--- src/rtl/player_bullet.sv ---
// Player projectile manager: spawns, moves, draws and retires bullets,
// and flags pixel coincidence with the roaming enemy.
module player_bullet #(
  parameter int          NUM_B     = 4,
  parameter int          B_W       = 2,
  parameter int          B_H       = 6,
  parameter int          TICK_BITS = 17,
  parameter int          SPEED     = 2,
  parameter int          COOLDOWN  = 24,
  parameter int          BOUND_UP  = 31,
  parameter logic [7:0]  B_COLOR   = 8'hFC
) (
  input  logic       clk,
  input  logic       rst,
  input  logic       fire,
  input  logic       pause,
  input  logic       game_start_on,
  input  logic       game_over_on,
  input  logic [9:0] p_x,
  input  logic [9:0] p_y,
  input  logic [9:0] x,
  input  logic [9:0] y,
  input  logic       e_r_on,
  output logic       hit_r_enemy,
  output logic       b_on,
  output logic [7:0] rgb,
  output logic [7:0] shots_fired
);

  localparam int IDX_W = (NUM_B > 1) ? $clog2(NUM_B) : 1;
  localparam int CD_W  = (COOLDOWN > 1) ? $clog2(COOLDOWN + 1) : 1;

  localparam logic [9:0] SPAWN_DX = 10'd7;
  localparam logic [9:0] BW_V     = 10'(B_W);
  localparam logic [9:0] BH_V     = 10'(B_H);
  localparam logic [9:0] STEP_V   = 10'(SPEED);
  localparam logic [9:0] RETIRE_Y = 10'(BOUND_UP + SPEED);
  localparam logic [CD_W-1:0] CD_LOAD = CD_W'(COOLDOWN);

  logic                 f_s1, f_s2, f_s3;
  logic                 fire_pulse;
  logic [TICK_BITS-1:0] tick_cnt;
  logic                 tick;
  logic [CD_W-1:0]      cd;
  logic [NUM_B-1:0]     act;
  logic [NUM_B-1:0]     hit_q;
  logic [NUM_B-1:0]     free;
  logic [NUM_B-1:0]     cov;
  logic [9:0]           sx [NUM_B];
  logic [9:0]           sy [NUM_B];
  logic [IDX_W-1:0]     sel;
  logic                 free_any;
  logic                 accept;
  logic                 clear;
  logic                 frame;

  always_ff @(posedge clk or posedge rst) begin
    if (rst) begin
      f_s1 <= 1'b0;
      f_s2 <= 1'b0;
      f_s3 <= 1'b0;
    end else begin
      f_s1 <= fire;
      f_s2 <= f_s1;
      f_s3 <= f_s2;
    end
  end

  assign fire_pulse = f_s2 & ~f_s3;

  always_ff @(posedge clk or posedge rst) begin
    if (rst) tick_cnt <= '0;
    else     tick_cnt <= tick_cnt + TICK_BITS'(1);
  end

  assign tick  = &tick_cnt;
  assign clear = game_start_on | game_over_on;
  assign frame = (x == 10'd0) && (y == 10'd0);

  // A retired slot still holding a hit latch is kept out of use until
  // frame start, so a fresh bullet is not killed by a stale latch.
  always_comb begin
    free     = ~act & ~hit_q;
    free_any = |free;
    sel      = '0;
    for (int i = NUM_B - 1; i >= 0; i--)
      if (free[i]) sel = IDX_W'(i);
  end

  assign accept = fire_pulse & ~pause & ~clear
                & (cd == '0) & free_any;

  always_comb begin
    cov = '0;
    for (int i = 0; i < NUM_B; i++)
      cov[i] = act[i]
             && (x >= sx[i]) && (x < sx[i] + BW_V)
             && (y >= sy[i]) && (y < sy[i] + BH_V);
  end

  assign b_on        = |cov;
  assign rgb         = b_on ? B_COLOR : 8'h00;
  assign hit_r_enemy = (b_on & e_r_on) | (|hit_q);

  always_ff @(posedge clk or posedge rst) begin
    if (rst) begin
      cd <= '0;
    end else if (clear) begin
      cd <= '0;
    end else if (accept) begin
      cd <= CD_LOAD;
    end else if (tick && !pause && cd != '0) begin
      cd <= cd - CD_W'(1);
    end
  end

  always_ff @(posedge clk or posedge rst) begin
    if (rst)         shots_fired <= 8'd0;
    else if (accept) shots_fired <= shots_fired + 8'd1;
  end

  always_ff @(posedge clk or posedge rst) begin
    if (rst) begin
      act   <= '0;
      hit_q <= '0;
      for (int i = 0; i < NUM_B; i++) begin
        sx[i] <= '0;
        sy[i] <= '0;
      end
    end else if (clear) begin
      act   <= '0;
      hit_q <= '0;
    end else begin
      for (int i = 0; i < NUM_B; i++) begin
        if (frame && hit_q[i]) begin
          act[i] <= 1'b0;
        end else if (accept && sel == IDX_W'(i)) begin
          sx[i]  <= p_x + SPAWN_DX;
          sy[i]  <= p_y - BH_V;
          act[i] <= 1'b1;
        end else if (act[i] && tick && !pause) begin
          if (sy[i] < RETIRE_Y) act[i] <= 1'b0;
          else                  sy[i]  <= sy[i] - STEP_V;
        end
        hit_q[i] <= frame ? 1'b0 : (hit_q[i] | (cov[i] & e_r_on));
      end
    end
  end

endmodule

--- config.mk ---
export PLATFORM = sky130hd
export DESIGN_NAME = player_bullet
export DESIGN_NICKNAME = d
export VERILOG_FILES = /design/src/rtl/player_bullet.sv
export SDC_FILE = /design/constraint.sdc
export NUM_CORES = 1
export LEC_CHECK = 0
export CAP_MARGIN = 20
export CORE_UTILIZATION = 55
export DETAILED_ROUTE_END_ITERATION = 8
export GPL_ROUTABILITY_DRIVEN = 0
export GPL_TIMING_DRIVEN = 0
export PLACE_DENSITY = 0.81
export REMOVE_ABC_BUFFERS = 1
export SLEW_MARGIN = 40
export SYNTH_ARGS = -nofsm -noshare
export SYNTH_HDL_FRONTEND = slang
export SYNTH_SLANG_ARGS = --single-unit
--- constraint.sdc ---
create_clock -name clk -period 6.8 [get_ports clk]
set_input_delay 0.68 -clock clk [delete_from_list [all_inputs] [get_ports clk]]
set_output_delay 0.68 -clock clk [all_outputs]
set_load 0.1 [all_outputs]
; ---- Word-level counts from Yosys, hierarchy flattened
; Cells that the tools add are included.
; Widths: inputs -> output; s select.
[totals]
register_bits = 121
out_inout_bits = 18
[op_classes]
n_addsub = 17
order_cmp = 20
n_eq_ne = 7
muxes = 42
bitwise_logic = 26
n_reduce_logical = 70
[ops]
columns = operator, n
row1 = $mux 10, 12
row2 = $ge 10x10->1, 8
row3 = $lt 10x10->1, 8
row4 = $add 10x3->10 const B, 5
row5 = $add 10x2->10 const B, 4
row6 = $lt 10x6->1 const B, 4
row7 = $sub 10x2->10 const B, 4
row8 = $logic_and 1x1->1, 35
row9 = $reduce_bool 4->1, 8
row10 = $logic_not 10->1, 2
row11 = $mux 1, 20
row12 = $add 17x1->17 const B, 1
row13 = $reduce_and 17->1, 1
row14 = $reduce_and 4->1, 4
row15 = $mux 5, 3
row16 = $reduce_and 3->1, 4
row17 = $reduce_or 4->1, 3
row18 = $and 1x1->1, 10
row19 = $sub 10x3->10 const B, 1
row20 = $add 8x1->8 const B, 1
row21 = $mux 2, 4
row22 = $mux 4, 2
row23 = $mux 8, 1
row24 = $ne 2x2->1 const B, 4
row25 = 14 further kinds, 33

; ---- Longest topological paths before layout
; Gate-level depths: netlist (run 1).
[depth]
ltp_word = 11
ltp_mapped = 13
mapped_depth_nobuf = 12

; ---- Worst setup path before layout (run 1)
; OpenSTA, ideal clock, no wires.
[synth_path]
kind = register to output
from = reg sy[11] in the netlist's numbering
to = out hit_r_enemy
arrival_time_ns = 4.393
slack_ns = 1.727
path_stages_with_launch = 13
n_path_buf = 1
cell_sequence = dfrtp_1 inv_1 ha_1 clkbuf_1 or4_1 xnor2_1 ha_1 or4_1 a221oi_1 o41ai_1 nor4b_1 or4_1 a21o_1
[synth_between]
elab_chain_len = 6
word_cells_on_any_way = 8
cone_classes = add/sub: 1 / order compare: 2 / bitwise: 2 / reduce/logical: 3
[synth_lines]
columns = element, line
row1 = "start, declared", 50  ; logic [9:0] sy [NUM_B];
row2 = "start signal, assigned by index", 139  ; sy[i] <= p_y - BH_V;
row3 = "start signal, assigned by index", 143  ; else sy[i] <= sy[i] - STEP_V;
row4 = $add 10x3->10 / $ge 10x10->1 (equally long branches), 98  ; && (y >= sy[i]) && (y < sy[i] + BH_V);
row5 = $lt 10x10->1 / $logic_and 1x1->1 (equally long branches), 98
row6 = $logic_and 1x1->1 (*), 98
row7 = $reduce_or 4->1 (*), 101  ; assign b_on = |cov;
row8 = named net b_on, 25  ; output logic b_on,
row9 = $and 1x1->1 (*), 103  ; assign hit_r_enemy = (b_on & e_r_on) | (|hit_q);
row10 = $or 1x1->1 (*), 103
row11 = "end, declared", 24  ; output logic hit_r_enemy,
; The timed path passes the listed nets; every way through them passes the cells marked *.

; ---- Worst setup path in the final report (run 1)
[layout_path]
from = reg sy[11] in the netlist's numbering
to = out hit_r_enemy
[layout_between]
elab_chain_len = 6
word_cells_on_any_way = 8
cone_classes = add/sub: 1 / order compare: 2 / bitwise: 2 / reduce/logical: 3
[layout_lines]
columns = element, line
row1 = $add 10x3->10 / $ge 10x10->1 (equally long branches), 98
row2 = $lt 10x10->1 / $logic_and 1x1->1 (equally long branches), 98
row3 = $logic_and 1x1->1 (*), 98
row4 = $reduce_or 4->1 (*), 101
row5 = $and 1x1->1 (*), 103
row6 = $or 1x1->1 (*), 103
; Mark *: on every way between the ends. The rest lies on a longest branch, timed or not.

==> run summary, run 1 <==
Synth area leader: dfrtp_1
initial antenna violation count: 0
core area: 18000 um2
syn avg cell area: 8.75 um2
final cycle utilization of the critical path: 77.4%
mapped cell area: 10100 um2
postcts setup bufs: 0
Seq pwr share: 37.1%
Leakage: 0.00512 uW
Die Area: 18900 um2
P&R area growth vs syn: 13.3%
DRT iter0 DRCs: 749
Hold WC Path Type: reg2reg
Synth area leaders: dfrtp_1 30%, ha_1 21%, xnor2_1 7.3%, nand2_1 3.9%, a21oi_1 3.8%
critical path arrival: 4590 ps
layout cells sized above 1: 5.24%
commonest non-fill, non-tap cell in the layout: ha_1
Final setup violation count: 0
IO Pins: 65
# nets final: 1423
Final Max Slew Viols: 0
Num CTS Buffers: 17
P_sw: 624 uW
die width: 137 um
flops & latches, synth: 121
Chip Height: 137 um
Max VDD drop: 0.178 mV
H-Tree Depth: 4
vias in the first global route: 8355
clock period minus worst slack: 5270 ps
hpwl dp: 19.3 mm
drt total wl: 25.9 mm
WHS: 348 ps
slowest stage delay, CP: 600 ps
# rows: 49
post_cts resized: 0
critical path fanouts, max: 8
clk_skew: 8.74 ps
Worst Path Required: 6120 ps
async set or reset register ratio after synthesis: 100%
CP dominant cell by count: or4_1
hold_buf cts: 0
Placed Cells incl. Taps: 1419
CTS tree: yes
CTS sink count: 121
ANT nets after route: 0
Post-synth EDFFs: 0
switching share of power: 29.5%
Slew HR: 42.4%
drt via density: 6.08
GR Util met3: 6.55%
Power Density: 185 nW/um2
Yosys Warn Count: 0
DRC: 0
First-pass DRT Iterations: 5
Worst-path clk slew: 50 ps
Cell variety after synth: 68
reg-to-reg slack, setup: 3240 ps
via count: 8818
Total GRT Usage: 28.7%
Synth Flop Type: dfrtp_1
routing usage on met1: 36.8%
Critical Path End Type: output port
CP Launch Type: flip-flop
f_max: 190 MHz
Root Driver: clkbuf_16
GRT busiest layer: met2
highest-delay cell along the critical path: nor4b_1
CP Cell Sequence: inv_1, ha_1, or4_1, xnor2_1, ha_1, or4_1, a221oi_1, o41ai_1, nor4b_1, or4_1, a21o_1, buf_2
register area share after synthesis: 30.0%
initial core utilization: 56.1%
diode count: 0
WS Path Type: reg2out
combinational share of power: 20.2%
largest net degree at the start of global routing: 74
Hold Violations, Final: 0
MaxCap Viol Count: 0
Least-Margin Pin Slew: 861 ps
Finished Layout Cells: 1451
GRT overflow: 0
CTS max path bufs: 2
outcome: finished clean
Yosys top cell area share: 30.0%
first-pass GRT wire length: 41.2 mm
routing usage on met2: 44.8%
IO Port Bufs: 62
Clk pwr share: 42.7%
Syn Inst Count: 1152
Cell Int Power: 1490 uW
wire per inst: 17.8 um
RSZ-0062 raised after global routing: false
Skew-Pair Late Insertion Delay: 420 ps
commonest non-fill, non-tap cells in the layout: 166 x ha_1, 121 x dfrtp_1, 104 x nand2_1
## per-stage QoR
stage / power (uW) / setup TNS [ps] / area (um2) / util (%) / setup slack (ps)
floorplan: 1070 / -9170 / 9930 / - / -2070
global placement: 1210 / 0 / 10800 / 60.4 / 1070
detailed placement: 1220 / 0 / 10800 / 60.3 / 1900
CTS: 2130 / 0 / 11400 / 63.5 / 1560
global route: 2220 / 0 / 11400 / 63.6 / 1280
finish: 2120 / 0 / 11400 / 63.6 / 1530
## Yosys cell counts, drive strengths merged, types with 5 or more instances
library cell	n
clkbuf	14
buf	14
nor4	18
and3	12
nor3	30
nor2	84
a31oi	13
o21a	5
nand2b	9
dfrtp	121
or3	7
nand4	31
a2111oi	7
o22ai	11
o21ai	84
xnor2	84
a21o	23
a221oi	6
inv	91
nand2	105
or4	9
nor2b	8
a21oi	77
nor4b	5
mux2i	5
and4	7
ha	166
xor2	18
nand3	41
## logic make-up after synthesis
kind of cell / after synthesis / synth area share (%)
AO/OA/AOI/OAI: 259 / 15.8
buffers and inverters: 119 / 4.89
multiplexers: 8 / 0.831
other: 1 / 0.0372
adder cells (fa/ha/maj): 166 / 20.6
AND/OR/NAND/NOR: 376 / 19.0
flip-flops: 121 / 30.0
XOR/XNOR: 102 / 8.86
## registers in the layout (all words and copies together), names as in the netlist
signal,flops
f_s2,1
f_s1,1
tick_cnt,17
cd,5
sx,40
shots_fired,8
sy,40
f_s3,1
hit_q,4
act,4
## cell type report
type                       instances  area (um2)
multi-input combinational        913        6590
fill                            1497        6540
sequential                       121        3030
timing repair buffer              66         591
clock buffer                      22         464
inverter                          91         349
tap                              229         287
clock inverter                     9         123
## final timing paths
path                             start  cells past startpoint           to
worst max-delay path            sy[11]                     12  hit_r_enemy
worst min-delay path              f_s1                      0         f_s2
worst max register to register  sy[11]                     11     hit_q[2]
worst min register to register    f_s1                      0         f_s2
max in group asynchronous          rst                      3       sx[38]
min in group asynchronous          rst                      2  tick_cnt[7]
## critical path, delay by kind of cell, from the launching register on
family | cells | cell delay, ps
simple gates | 4 | 2000
flops | 1 | 460
buf+inv | 2 | 520
xor+xnor | 1 | 150
compound gates | 3 | 530
fa+ha+maj | 2 | 480
## layer usage
metal  part of all wire [%]  wire [um]
met1                     42      11000
met2                     45      11700
met3                    7.9       2030
met4                    4.4       1140
met5                      0          0
## power groups by stage
stage / Sequential [uW] / Combinational (uW) / Clock [uW]
after floorplan: 845 / 230 / 0
after global placement: 797 / 414 / 0
after detailed placement: 798 / 423 / 0
after CTS: 786 / 427 / 916
after global routing: 792 / 477 / 947
final: 786 / 428 / 904
No activity file was read; power rests on OpenSTA's default activity.
==> run 2, diff against run 1 <==
clock period = 5.2 ns   (was 6.8 ns; I/O delays follow)
==> run 2 against run 1 <==
- sequential cell count unchanged
- critical path type unchanged
- via count grew 0.48%
- clock power is 31% higher
- sequential power grew 31%
- setup slack got worse by 1200 ps
==> run summary, run 2 (synthesis results as in run 1) <==
die width: 137 um
layout cells sized above 1: 5.32%
MaxCap Viol Count: 0
drt total wl: 25.9 mm
IO Port Bufs: 62
Final setup violation count: 0
DRT iter0 DRCs: 742
outcome: finished clean
Power Density: 243 nW/um2
fillcell total: 1495
Placed Cells incl. Taps: 1419
wire per inst: 17.8 um
CP dominant cell by count: or4_1
# rows: 49
via count: 8860
Final Max Slew Viols: 0
Die Area: 18900 um2
Placed Area: 10800 um2
DRC: 0
Root Driver: clkbuf_16
core area: 18000 um2
final cycle utilization of the critical path: 94.2%
Max VDD drop: 0.238 mV
hold-critical path depth: 0
Worst Path Required: 4680 ps
Num CTS Buffers: 17
GRT overflow: 0
design area: 11400 um2
clock period minus worst slack: 4900 ps
RSZ-0062 raised after global routing: false
Finished Layout Cells: 1451
WHS: 351 ps
Total GRT Usage: 28.7%
vias in the first global route: 8355
worst r2r src: sy[11]
critical path fanouts, max: 8
CTS tree: yes
IO Pins: 65
largest net degree at the start of global routing: 74
First-pass DRT Iterations: 5
reg-to-reg slack, setup: 1840 ps
first-pass GRT wire length: 41.2 mm
CP Launch Type: flip-flop
Hold WC Path Type: reg2reg
CP Cell Sequence: inv_1, ha_1, or4_1, xnor2_1, ha_1, or4_1, a221oi_1, o41ai_1, nor4b_2, or4_1, a21o_1, buf_2
drt via density: 6.11
Worst-path clk slew: 50 ps
Worst Hold Path EP: f_s2
initial antenna violation count: 0
Skew-Pair Late Insertion Delay: 420 ps
critical path arrival: 4380 ps
Slew HR: 42.4%
Chip Height: 137 um
initial core utilization: 56.1%
biggest regs: sx x40, sy x40, tick_cnt x17
slowest stage delay, CP: 540 ps
min-delay src: f_s1
ANT nets after route: 0
P&R area growth vs syn: 13.4%
f_max: 204 MHz
Hold Violations, Final: 0
Finished Core Util: 63.6%
WS Path Type: reg2out
commonest non-fill, non-tap cell in the layout: ha_1
Leakage: 0.00513 uW
commonest non-fill, non-tap cells in the layout: 166 x ha_1, 121 x dfrtp_1, 104 x nand2_1
Worst R2R End: hit_q[2]
H-Tree Depth: 4
hpwl dp: 19.3 mm
CTS sink count: 121
CTS max path bufs: 2
diode count: 0
Least-Margin Pin Slew: 861 ps
Critical Path End Type: output port
R2R depth: 11
# nets final: 1423
clk_skew: 11.3 ps
highest-delay cell along the critical path: or4_1
==> run 2: cell types whose count changed in the layout (fill, tap and decap cells not counted) <==
cell     before  now
nor4b_1       2    1
nor4b_2       1    2
==> run 2: final cells by class <==
cell class	instances	area (um2)	area share [%]
multi-input combinational	913	6590	57.7
sequential	121	3030	26.5
timing repair buffer	66	591	5.17
clock buffer	22	464	4.06
inverter	91	349	3.05
tap	229	287	2.51
clock inverter	9	123	1.07
==> run 2: metal layers <==
metal | vias up | GRT usage [%] | wire length, um
met3 | 97 | 6.55 | 1860
met5 | - | 0 | 0
met2 | 338 | 44.8 | 11600
met1 | 4166 | 36.8 | 11100
li1 | 4259 | - | -
met4 | 0 | 15.5 | 1220
==> run 2: worst max-delay path by stage <==
stage,from,to,slack (ps),cells after the start
floorplan,sy[11],hit_r_enemy,-3510,11
finish,sy[11],hit_r_enemy,300,12
global placement,rst,sx[30],-370,2
global route,sy[11],hit_r_enemy,60,12
CTS,sy[11],hit_r_enemy,120,12
detailed placement,sy[11],hit_r_enemy,560,12
==> run 2: repair_timing <==
item                       CTS  global route
hold endpoints to repair     0             0
gates resized for setup      0             1
buffers inserted             0             0
hold buffers                 0             0
setup endpoints to repair    0             8
==> run 2: stage by stage <==
step / power (uW) / setup TNS (ps) / setup WS [ps]
global placement: 1580 / -44730 / -375
detailed placement: 1600 / 0 / 556
finish: 2770 / 0 / 303
floorplan: 1400 / -20690 / -3510
global route: 2900 / 0 / 60.4
CTS: 2780 / 0 / 116
==> run 2: worst max-delay path, delay by kind of cell (launching register included) <==
kind	cells	cell delay, ps
AO/OA/AOI/OAI	3	530
XOR/XNOR	1	150
adder cells (fa/ha/maj)	2	480
buffers and inverters	2	520
flip-flops	1	460
AND/OR/NAND/NOR	4	1790
==> run 2: power by group <==
group	leakage [uW]	internal (uW)	switching, uW
logic	0.00328	202	359
clock network	0.000290	771	414
registers	0.00155	982	46.3
total	0.00513	1950	820
==> run 3, diff against run 2 <==
SLEW_MARGIN = 15   (was 40)
==> run 3 against run 2 <==
- non-clock buffer count is 2 lower
- design area hardly changed
- clock power is 8% lower
- count of clock-buffer cells in the layout is 1 higher
- first-iteration DRC count is 0.40% lower
- power is 3.6% lower
- clock skew is 4.1 ps lower
- via count hardly changed
- sequential cell count stayed put
- sequential share of layout area hardly changed
- sequential power hardly changed
- largest power group unchanged
==> run summary, run 3 (synthesis results as in run 1) <==
outcome: finished clean
commonest non-fill, non-tap cell in the layout: ha_1
biggest regs: sx x40, sy x40, tick_cnt x17
Chip Height: 137 um
Top delay family on crit path: simple AND/OR/NAND/NOR gates
initial antenna violation count: 0
Num CTS Buffers: 17
Worst-path clk slew: 50 ps
Critical Path End Type: output port
CP Depth: 11
Root Driver: clkbuf_16
die width: 137 um
# nets final: 1421
vias in the first global route: 8364
RSZ-0062 raised after global routing: false
first-pass GRT wire length: 41.4 mm
critical path fanouts, max: 8
hpwl dp: 19.3 mm
IO Pins: 65
critical path arrival: 4510 ps
wire per inst: 17.9 um
Final setup violation count: 0
Least-Margin Pin Slew: 976 ps
clk_skew: 7.15 ps
CP Cell Sequence: inv_1, ha_1, or4_1, xnor2_1, ha_1, or4_1, a221oi_1, o41ai_1, nor4b_2, or4_1, clkdlybuf4s18_2
Power Density: 234 nW/um2
clock period minus worst slack: 5030 ps
Worst Path Required: 4680 ps
# rows: 49
P&R area growth vs syn: 13.4%
WS Path Type: reg2out
Post-Place Worst Slack: -300 ps
Placed Cells incl. Taps: 1418
Die Area: 18900 um2
ANT nets after route: 0
Max VDD drop: 0.224 mV
Cell Int Power: 1860 uW
Tot Pwr: 2670 uW
layout cells sized above 1: 4.34%
slowest stage delay, CP: 600 ps
via count: 8867
Total GRT Usage: 28.8%
DRC: 0
Final Max Slew Viols: 0
CP Launch Type: flip-flop
Hold Violations, Final: 0
Finished Layout Cells: 1450
highest-delay cell along the critical path: clkdlybuf4s18_2
drt via density: 6.12
diode count: 0
combinational share of power: 21.3%
hold-critical path depth: 0
Worst Setup Slack, final: 170 ps
First-pass DRT Iterations: 6
Skew-Pair Late Insertion Delay: 420 ps
Seq pwr share: 38.4%
initial core utilization: 56.1%
MaxCap Viol Count: 0
Leakage: 0.00507 uW
WP buf/inv: 2
Clk pwr share: 40.3%
CTS tree: yes
Finished Core Util: 63.6%
Hold WC Path Type: reg2reg
Slew HR: 34.7%
switching share of power: 30.6%
IO Port Bufs: 62
drt total wl: 26.0 mm
CTS max path bufs: 2
largest net degree at the start of global routing: 74
f_max: 199 MHz
final cycle utilization of the critical path: 96.7%
DRT iter0 DRCs: 739
GRT overflow: 0
commonest non-fill, non-tap cells in the layout: 166 x ha_1, 121 x dfrtp_1, 104 x nand2_1
P_sw: 819 uW
R2R depth: 11
CP dominant cell by count: or4_1
CTS sink count: 121
H-Tree Depth: 4
WHS: 348 ps
core area: 18000 um2
[run 3: layer usage]
layer	GRT usage [%]	wire length [um]	vias to the layer above
li1	-	-	4265
met1	37.0	11200	4170
met2	45.7	11800	354
met3	6.14	1920	78
met4	14.6	1080	0
met5	0	0	-
[run 3: power by group through the flow]
stage / clock network, uW / registers, uW / logic, uW
2_1_floorplan: 0 / 1100 / 300
3_3_place_gp: 0 / 1040 / 541
3_5_place_dp: 0 / 1040 / 562
4_1_cts: 1090 / 1030 / 568
5_1_grt: 1130 / 1030 / 631
6_report: 1080 / 1030 / 569
[run 3: repair_timing]
item / 4_1_cts / 5_1_grt
endpoints found under the hold margin: 0 / 0
resized for setup: 25 / 12
setup buffers: 0 / 0
setup endpoints to repair: 8 / 8
hold buffers: 0 / 0
[run 3: cell type report]
| type | instances | area [um2] |
|---|---|---|
| flip-flops and latches | 121 | 3030 |
| inverters | 91 | 347 |
| repair buffers | 64 | 647 |
| clock inverters | 9 | 75.1 |
| well taps | 229 | 287 |
| clock buffers | 23 | 458 |
| multi-input cells | 913 | 6590 |
| fillers | 1516 | 6540 |
[run 3: per-stage QoR]
stage	TNS, ps	instance area, um2
floorplan	-20690	9930
global placement	-44730	10800
detailed placement	-1620	10900
CTS	0	11400
global route	0	11400
finish	0	11400
[run 3: path summary, 6_finish.rpt]
| kind | end | from | slack [ps] |
|---|---|---|---|
| max | rgb[6] | sy[11] | 170 |
| min | f_s2 | f_s1 | 350 |
| max reg2reg | hit_q[2] | sy[11] | 1770 |
| min reg2reg | f_s2 | f_s1 | 350 |
| max in group asynchronous | sx[37] | rst | 3970 |
| min in group asynchronous | tick_cnt[7] | rst | 510 |
